### config.mk
export PLATFORM = sky130hd
export DESIGN_NAME = mult_div_unit
export DESIGN_NICKNAME = d
export VERILOG_FILES = /design/src/rtl/mult_div_unit.sv
export SDC_FILE = /design/constraint.sdc
export NUM_CORES = 1
export LEC_CHECK = 0
export CELL_PAD_IN_SITES_DETAIL_PLACEMENT = 0
export CELL_PAD_IN_SITES_GLOBAL_PLACEMENT = 1
export CORE_MARGIN = 1
export CORE_UTILIZATION = 48
export DETAILED_ROUTE_END_ITERATION = 6
export GPL_ROUTABILITY_DRIVEN = 1
export PLACE_DENSITY = 0.88
export SYNTH_ARGS = -nofsm -noshare
export SYNTH_HDL_FRONTEND = slang
export SYNTH_SLANG_ARGS = --single-unit
### constraint.sdc
create_clock -name clk -period 5.75 [get_ports clk]
set_input_delay 1.15 -clock clk [delete_from_list [all_inputs] [get_ports clk]]
set_output_delay 1.15 -clock clk [all_outputs]
set_load 0.01 [all_outputs]
### src/rtl/mult_div_unit.sv
// ---------------------------------------------------------------------------
// mult_div_unit
// Multicycle signed multiply/divide unit serving the mult/div instructions
// of the MIPS datapath. The control unit pulses start with op and the two
// operands, waits for done, then copies hi/lo into the HI/LO registers.
// Results stay on hi/lo until the next completed operation.
//
// Ports
//   clk       system clock, everything changes on the rising edge
//   reset     synchronous active-high reset, highest priority
//   start     request, only looked at while idle
//   op        0 = signed multiply, 1 = signed divide (taken with start)
//   a, b      multiplicand/dividend and multiplier/divisor (taken with start)
//   busy      high while iterating and while applying the sign fix-up
//   done      one-cycle pulse, hi/lo (or div_zero) valid
//   div_zero  one-cycle pulse together with done for a divide by zero
//   hi        multiply: upper product half; divide: remainder
//   lo        multiply: lower product half; divide: quotient
// ---------------------------------------------------------------------------
module mult_div_unit #(
    parameter int WIDTH = 32
) (
    input  logic             clk,
    input  logic             reset,
    input  logic             start,
    input  logic             op,
    input  logic [WIDTH-1:0] a,
    input  logic [WIDTH-1:0] b,
    output logic             busy,
    output logic             done,
    output logic             div_zero,
    output logic [WIDTH-1:0] hi,
    output logic [WIDTH-1:0] lo
);

    localparam int CW = (WIDTH > 1) ? $clog2(WIDTH) : 1;
    localparam logic [CW-1:0] LAST = CW'(WIDTH - 1);

    // ZERO is a one-cycle wait on the divide-by-zero path so that its done
    // pulse lands two edges after the request, with busy kept low.
    typedef enum logic [2:0] {
        IDLE,
        RUN,
        FIX,
        ZERO,
        DONE
    } state_t;

    state_t state, state_next;

    logic [CW-1:0]      cnt;
    logic               op_div;
    logic               neg_res;
    logic               neg_rem;
    logic               dz;
    logic [2*WIDTH-1:0] acc;
    logic [2*WIDTH-1:0] mcand;
    logic [WIDTH-1:0]   mplier;

    logic [WIDTH-1:0]   mag_a;
    logic [WIDTH-1:0]   mag_b;
    logic [WIDTH-1:0]   rem_shift;
    logic [WIDTH:0]     div_trial;
    logic [2*WIDTH-1:0] div_next;
    logic [2*WIDTH-1:0] mult_next;
    logic [2*WIDTH-1:0] prod_fixed;

    // Operand magnitudes. The most negative value maps onto itself, which is
    // the correct magnitude once read as an unsigned number.
    assign mag_a = a[WIDTH-1] ? -a : a;
    assign mag_b = b[WIDTH-1] ? -b : b;

    // One restoring-division step: acc holds {remainder, dividend/quotient}.
    // Shift left by one, try subtracting the divisor from the upper half and
    // keep the difference only when it did not borrow; the new quotient bit
    // enters at the bottom as the dividend bits leave at the top.
    assign rem_shift = acc[2*WIDTH-2:WIDTH-1];
    assign div_trial = {1'b0, rem_shift} - {1'b0, mcand[WIDTH-1:0]};
    assign div_next  = div_trial[WIDTH] ? {rem_shift, acc[WIDTH-2:0], 1'b0}
                                        : {div_trial[WIDTH-1:0], acc[WIDTH-2:0], 1'b1};

    // One shift-add multiply step: add the shifted multiplicand whenever the
    // current multiplier bit is set.
    assign mult_next  = acc + (mplier[0] ? mcand : '0);
    assign prod_fixed = neg_res ? -acc : acc;

    // State register; reset wins over any pending operation.
    always_ff @(posedge clk) begin
        if (reset) begin
            state <= IDLE;
        end else begin
            state <= state_next;
        end
    end

    // Next-state logic and the status outputs, which are pure functions of
    // the state so that reset immediately clears them.
    always_comb begin
        state_next = state;
        busy       = 1'b0;
        done       = 1'b0;
        div_zero   = 1'b0;
        case (state)
            IDLE: begin
                if (start) begin
                    if (op && (b == '0)) begin
                        state_next = ZERO;
                    end else begin
                        state_next = RUN;
                    end
                end
            end
            RUN: begin
                busy = 1'b1;
                if (cnt == LAST) begin
                    state_next = FIX;
                end
            end
            FIX: begin
                busy       = 1'b1;
                state_next = DONE;
            end
            ZERO: begin
                state_next = DONE;
            end
            DONE: begin
                done       = 1'b1;
                div_zero   = dz;
                state_next = IDLE;
            end
            default: begin
                state_next = IDLE;
            end
        endcase
    end

    // Datapath: capture magnitudes and signs on acceptance, iterate one bit
    // per RUN cycle, and apply the sign correction into hi/lo in FIX. For a
    // divide the divisor sits in the low half of mcand; for a multiply mcand
    // is the left-shifting multiplicand and mplier the right-shifting
    // multiplier.
    always_ff @(posedge clk) begin
        if (reset) begin
            cnt     <= '0;
            op_div  <= 1'b0;
            neg_res <= 1'b0;
            neg_rem <= 1'b0;
            dz      <= 1'b0;
            acc     <= '0;
            mcand   <= '0;
            mplier  <= '0;
            hi      <= '0;
            lo      <= '0;
        end else begin
            case (state)
                IDLE: begin
                    if (start) begin
                        cnt     <= '0;
                        op_div  <= op;
                        neg_res <= a[WIDTH-1] ^ b[WIDTH-1];
                        neg_rem <= a[WIDTH-1];
                        dz      <= op && (b == '0);
                        if (op) begin
                            acc    <= {{WIDTH{1'b0}}, mag_a};
                            mcand  <= {{WIDTH{1'b0}}, mag_b};
                            mplier <= '0;
                        end else begin
                            acc    <= '0;
                            mcand  <= {{WIDTH{1'b0}}, mag_a};
                            mplier <= mag_b;
                        end
                    end
                end
                RUN: begin
                    cnt <= cnt + 1'b1;
                    if (op_div) begin
                        acc <= div_next;
                    end else begin
                        acc    <= mult_next;
                        mcand  <= mcand << 1;
                        mplier <= mplier >> 1;
                    end
                end
                FIX: begin
                    if (op_div) begin
                        lo <= neg_res ? -acc[WIDTH-1:0] : acc[WIDTH-1:0];
                        hi <= neg_rem ? -acc[2*WIDTH-1:WIDTH] : acc[2*WIDTH-1:WIDTH];
                    end else begin
                        hi <= prod_fixed[2*WIDTH-1:WIDTH];
                        lo <= prod_fixed[WIDTH-1:0];
                    end
                end
                default: begin
                end
            endcase
        end
    end

endmodule

==> results.md <==
- Internal: 3.17 mW
- Wire per inst: 22.8 um
- Hpwl dp: 53000 um
- CTS Hold Bufs: 0
- DP Cell Count: ~3000
- Top FF cell, synth: dfxtp_1
- Num Clock Sinks: 236
- Slew margin rel.: 0.0706
- H-tree lvl count: 1
- Sum Neg Setup Slack: 0 ns
- # setup viols final: 0
- Core area: about 39000 um2
- Gate power share: 0.241
- Adder-cell share of the synthesized area: 0.0695
- Total track usage: 0.346
- Mux share of post-synthesis cell area: 0.0187
- Die height: 200 um
- Asr flop ratio synth: 0
- Post-synth EDFFs: 0
- RSZ-0062 raised after global routing: no
- Net Sw Frac: 0.344
- Hold/Removal Path Class: reg2reg
- Routed WL: ~70000 um
- Row count: 72
- Port Buffers: 134
- P_sw: around 1.7 mW
- Crit path buffers/inverters: 0
- Share of layout cells above drive strength 1: 0.0433
- Max-slew violations: 0
- Clock power share: 0.377
- First-pass GRT wire length: roughly 110000 um
- Status: finished, final reports clean
- Post-synthesis compound-gate area fraction: 0.287
- Synth Area in XOR/XNOR: 0.0957
- Standby leakage power: roughly 8 nW
- Sequential Power Share: 0.382
- Max Root-Sink Buffers: 3
- GRT overflow: 0
- Slowest-stage cell, CP: dfxtp_1
- Max incr delay on CP: around 0.94 ns
- Initial DRC Count: 1964
- Register area share after synthesis: 0.252
- Crit path max-delay family: compound AO/OA/AOI/OAI gates
- Total CTS buffers: 29
- Detailed Routing Iterations Pass 1: 5
- Final nets: roughly 2700
- Post-synth cell types: 87
- Achievable frequency: between 0.2 and 0.25 GHz
- Ports: between 100 and 150
- Design Area, Final: 21200 um2
- Crit start category: flop
- Crit end category: flop
- Flops & latches, synth: roughly 240
- Total number of vias: 19600
- Routability Congestion: ~0.98
- Worst slew pin tran: about 1.4 ns
- Crit path required time: between 6 and 7 ns
- Max_cap viols: 0
- Simple-gate area share of the yosys netlist: 0.229
- Clock Skew: roughly 0.03 ns
- Crit-path cells: and2_1, ha_1, a21o_1, a311oi_1, o221a_2, nand4_1, a21oi_1, o41ai_1, a31oi_1, o311ai_1, xor2_1, a221o_1
- Clock transition at path regs: about 0.060 ns
- Syn Nets: approximately 2700
- Remaining DRCs: 0
- Largest family of logic cells by synthesized area: compound AO/OA/AOI/OAI gates
- Die ar.: roughly 40000 um2
- Ys Warns: 0
- Layout area overhead: 13.2%
- Largest net degree at the start of global routing: approximately 110
- Clock insertion delay at the later pin of the skew report: ~0.61 ns
- CTS tree: done
- Minimum clock period: 4.53 ns
- Setup CP Type: reg2reg
- Post-cts resize count: 0
- Initial Util: 0.486
- Crit Path Max Fanout: 31
- Pwr per Cell Area: around 230 nW/um2
- Placed cell area: 20300 um2
- Setup bufs post-CTS: 0
- Post-route antenna net violation count: 0
- Antenna violations before repair: 0
- WP data arrival: 5.01 ns
- Via-per-instance ratio: roughly 6.4
- Root Buffer: clkbuf_16
- Synthesized area: roughly 19000 um2
- Post-Syn Area per Cell: 7.42 um2
- Layout Cells excl Fill: approximately 3100
- VDD IR-drop max: 0.233 mV
- Final hold viol count: 0
- Syn Inst Count: about 2500
- Vias in the first global route: 17900
- Final period utilization: 0.789
- Die X: ~200 um
==> Yosys cell counts (all sizes together) (8+ instances only) <==
cell type,n,area share
a211oi,116,0.046
a21o,41,0.016
a21oi,239,0.065
a221o,12,0.0064
a221oi,19,0.0089
a22o,11,0.0051
a22oi,11,0.0044
a311oi,9,0.0042
a31oi,33,0.011
a32o,9,0.0048
and2,73,0.024
buf,25,0.0058
clkbuf,148,0.030
dfxtp,236,0.25
ha,101,0.067
inv,66,0.013
mux2i,34,0.018
nand2,293,0.059
nand2b,25,0.0083
nand3,70,0.019
nand4,35,0.012
nor2,215,0.043
nor2b,29,0.0097
nor3,43,0.012
nor4,22,0.0093
o211ai,32,0.013
o21a,16,0.0064
o21ai,158,0.042
o21bai,15,0.0060
o221ai,11,0.0051
o22ai,8,0.0027
o31ai,37,0.015
o41ai,15,0.0074
or3,19,0.0063
or4,20,0.0096
xnor2,90,0.042
xor2,115,0.054
==> worst paths after layout <==
check        cells after the start              endpoint  slack, ns                    from
max                             12  acc[57]$_SDFFE_PP0P_       1.22  mplier[0]$_SDFFE_PP0P_
min                              2    hi[8]$_SDFFE_PP0P_       0.45      hi[8]$_SDFFE_PP0P_
max reg2reg                     12  acc[57]$_SDFFE_PP0P_       1.22  mplier[0]$_SDFFE_PP0P_
min reg2reg                      2    hi[8]$_SDFFE_PP0P_       0.45      hi[8]$_SDFFE_PP0P_
==> registers in the layout (all words and copies together), names as in the netlist <==
register  cells
mplier       32
cnt           5
dz            1
mcand        64
neg_rem       1
state         3
op_div        1
acc          64
hi           32
lo           32
neg_res       1
==> placed cells by master (no fill, tap or decap), types with 12 or more instances in the layout <==
| cell | synthesis | routed |
|---|---|---|
| o31ai_1 | 36 | 36 |
| o21a_1 | 16 | 16 |
| mux2i_1 | 34 | 34 |
| dfxtp_1 | 236 | 235 |
| clkbuf_16 | 0 | 29 |
| a31oi_1 | 33 | 33 |
| nand2b_1 | 25 | 25 |
| a211oi_1 | 116 | 116 |
| a221o_1 | 12 | 12 |
| o21ai_0 | 143 | 143 |
| nor2b_1 | 29 | 29 |
| o41ai_1 | 14 | 14 |
| or4_1 | 12 | 12 |
| nor2_1 | 215 | 209 |
| nand4_1 | 34 | 34 |
| ha_1 | 101 | 101 |
| clkdlybuf4s50_1 | 0 | 132 |
| nor4_1 | 19 | 19 |
| inv_1 | 66 | 66 |
| a21o_1 | 41 | 41 |
| nand3_1 | 69 | 69 |
| a21oi_1 | 235 | 235 |
| xnor2_1 | 90 | 90 |
| nand2_1 | 292 | 292 |
| nor3_1 | 42 | 42 |
| a221oi_1 | 19 | 19 |
| buf_4 | 0 | 23 |
| o211ai_1 | 32 | 32 |
| o21bai_1 | 15 | 15 |
| or3_1 | 19 | 19 |
| o21ai_1 | 14 | 14 |
| xor2_1 | 115 | 115 |
| and2_1 | 72 | 71 |
==> metrics by stage <==
step                hold slack, ns  utilization  worst slack [ns]  power, mW
global route                 0.468        0.550              1.04       5.02
floorplan                    0.427            -              2.14       2.62
detailed placement           0.446        0.527              1.28       3.01
finish                       0.448        0.550              1.22       4.84
CTS                          0.452        0.550              1.38       4.83
global placement             0.439        0.527              1.30       3.00
==> kinds of logic after synthesis <==
| kind of cell | after synthesis |
|---|---|
| simple gates | 881 |
| compound gates | 827 |
| buf+inv | 240 |
| flops | 236 |
| xor+xnor | 205 |
| fa+ha+maj | 103 |
| mux | 35 |
==> worst register-to-register path: cells and delay by family (launching register included) <==
kind / cells / cell delay, ns
AO/OA/AOI/OAI: 8 / 2.74
flip-flops: 1 / 0.94
AND/OR/NAND/NOR: 2 / 0.37
adder cells (fa/ha/maj): 1 / 0.24
XOR/XNOR: 1 / 0.11
==> final cells by class <==
class / instances / area, um2
fillers: 3807 / 17300
inverters: 67 / 251
flip-flops and latches: 236 / 4730
clock inverters: 9 / 95.1
diodes: 1 / 2.50
multi-input cells: 2051 / 13200
clock buffers: 41 / 821
repair buffers: 157 / 1510
well taps: 518 / 648
==> per-layer routing <==
metal / routed length (um) / vias to the layer above / global-route usage
met5: 0 / - / 0
met1: 31400 / 9316 / 0.495
met4: 2470 / 0 / 0.117
li1: - / 9237 / -
met2: 29800 / 897 / 0.520
met3: 6480 / 148 / 0.0592
==> power groups by stage <==
stage,sequential (mW),clock (mW),combinational [mW]
after floorplan,1.80,0,0.818
after global placement,1.88,0,1.13
after detailed placement,1.88,0,1.14
after CTS,1.84,1.84,1.14
after global routing,1.85,1.90,1.27
final,1.85,1.82,1.16
Note: power is estimated with default switching activity, not from simulation.
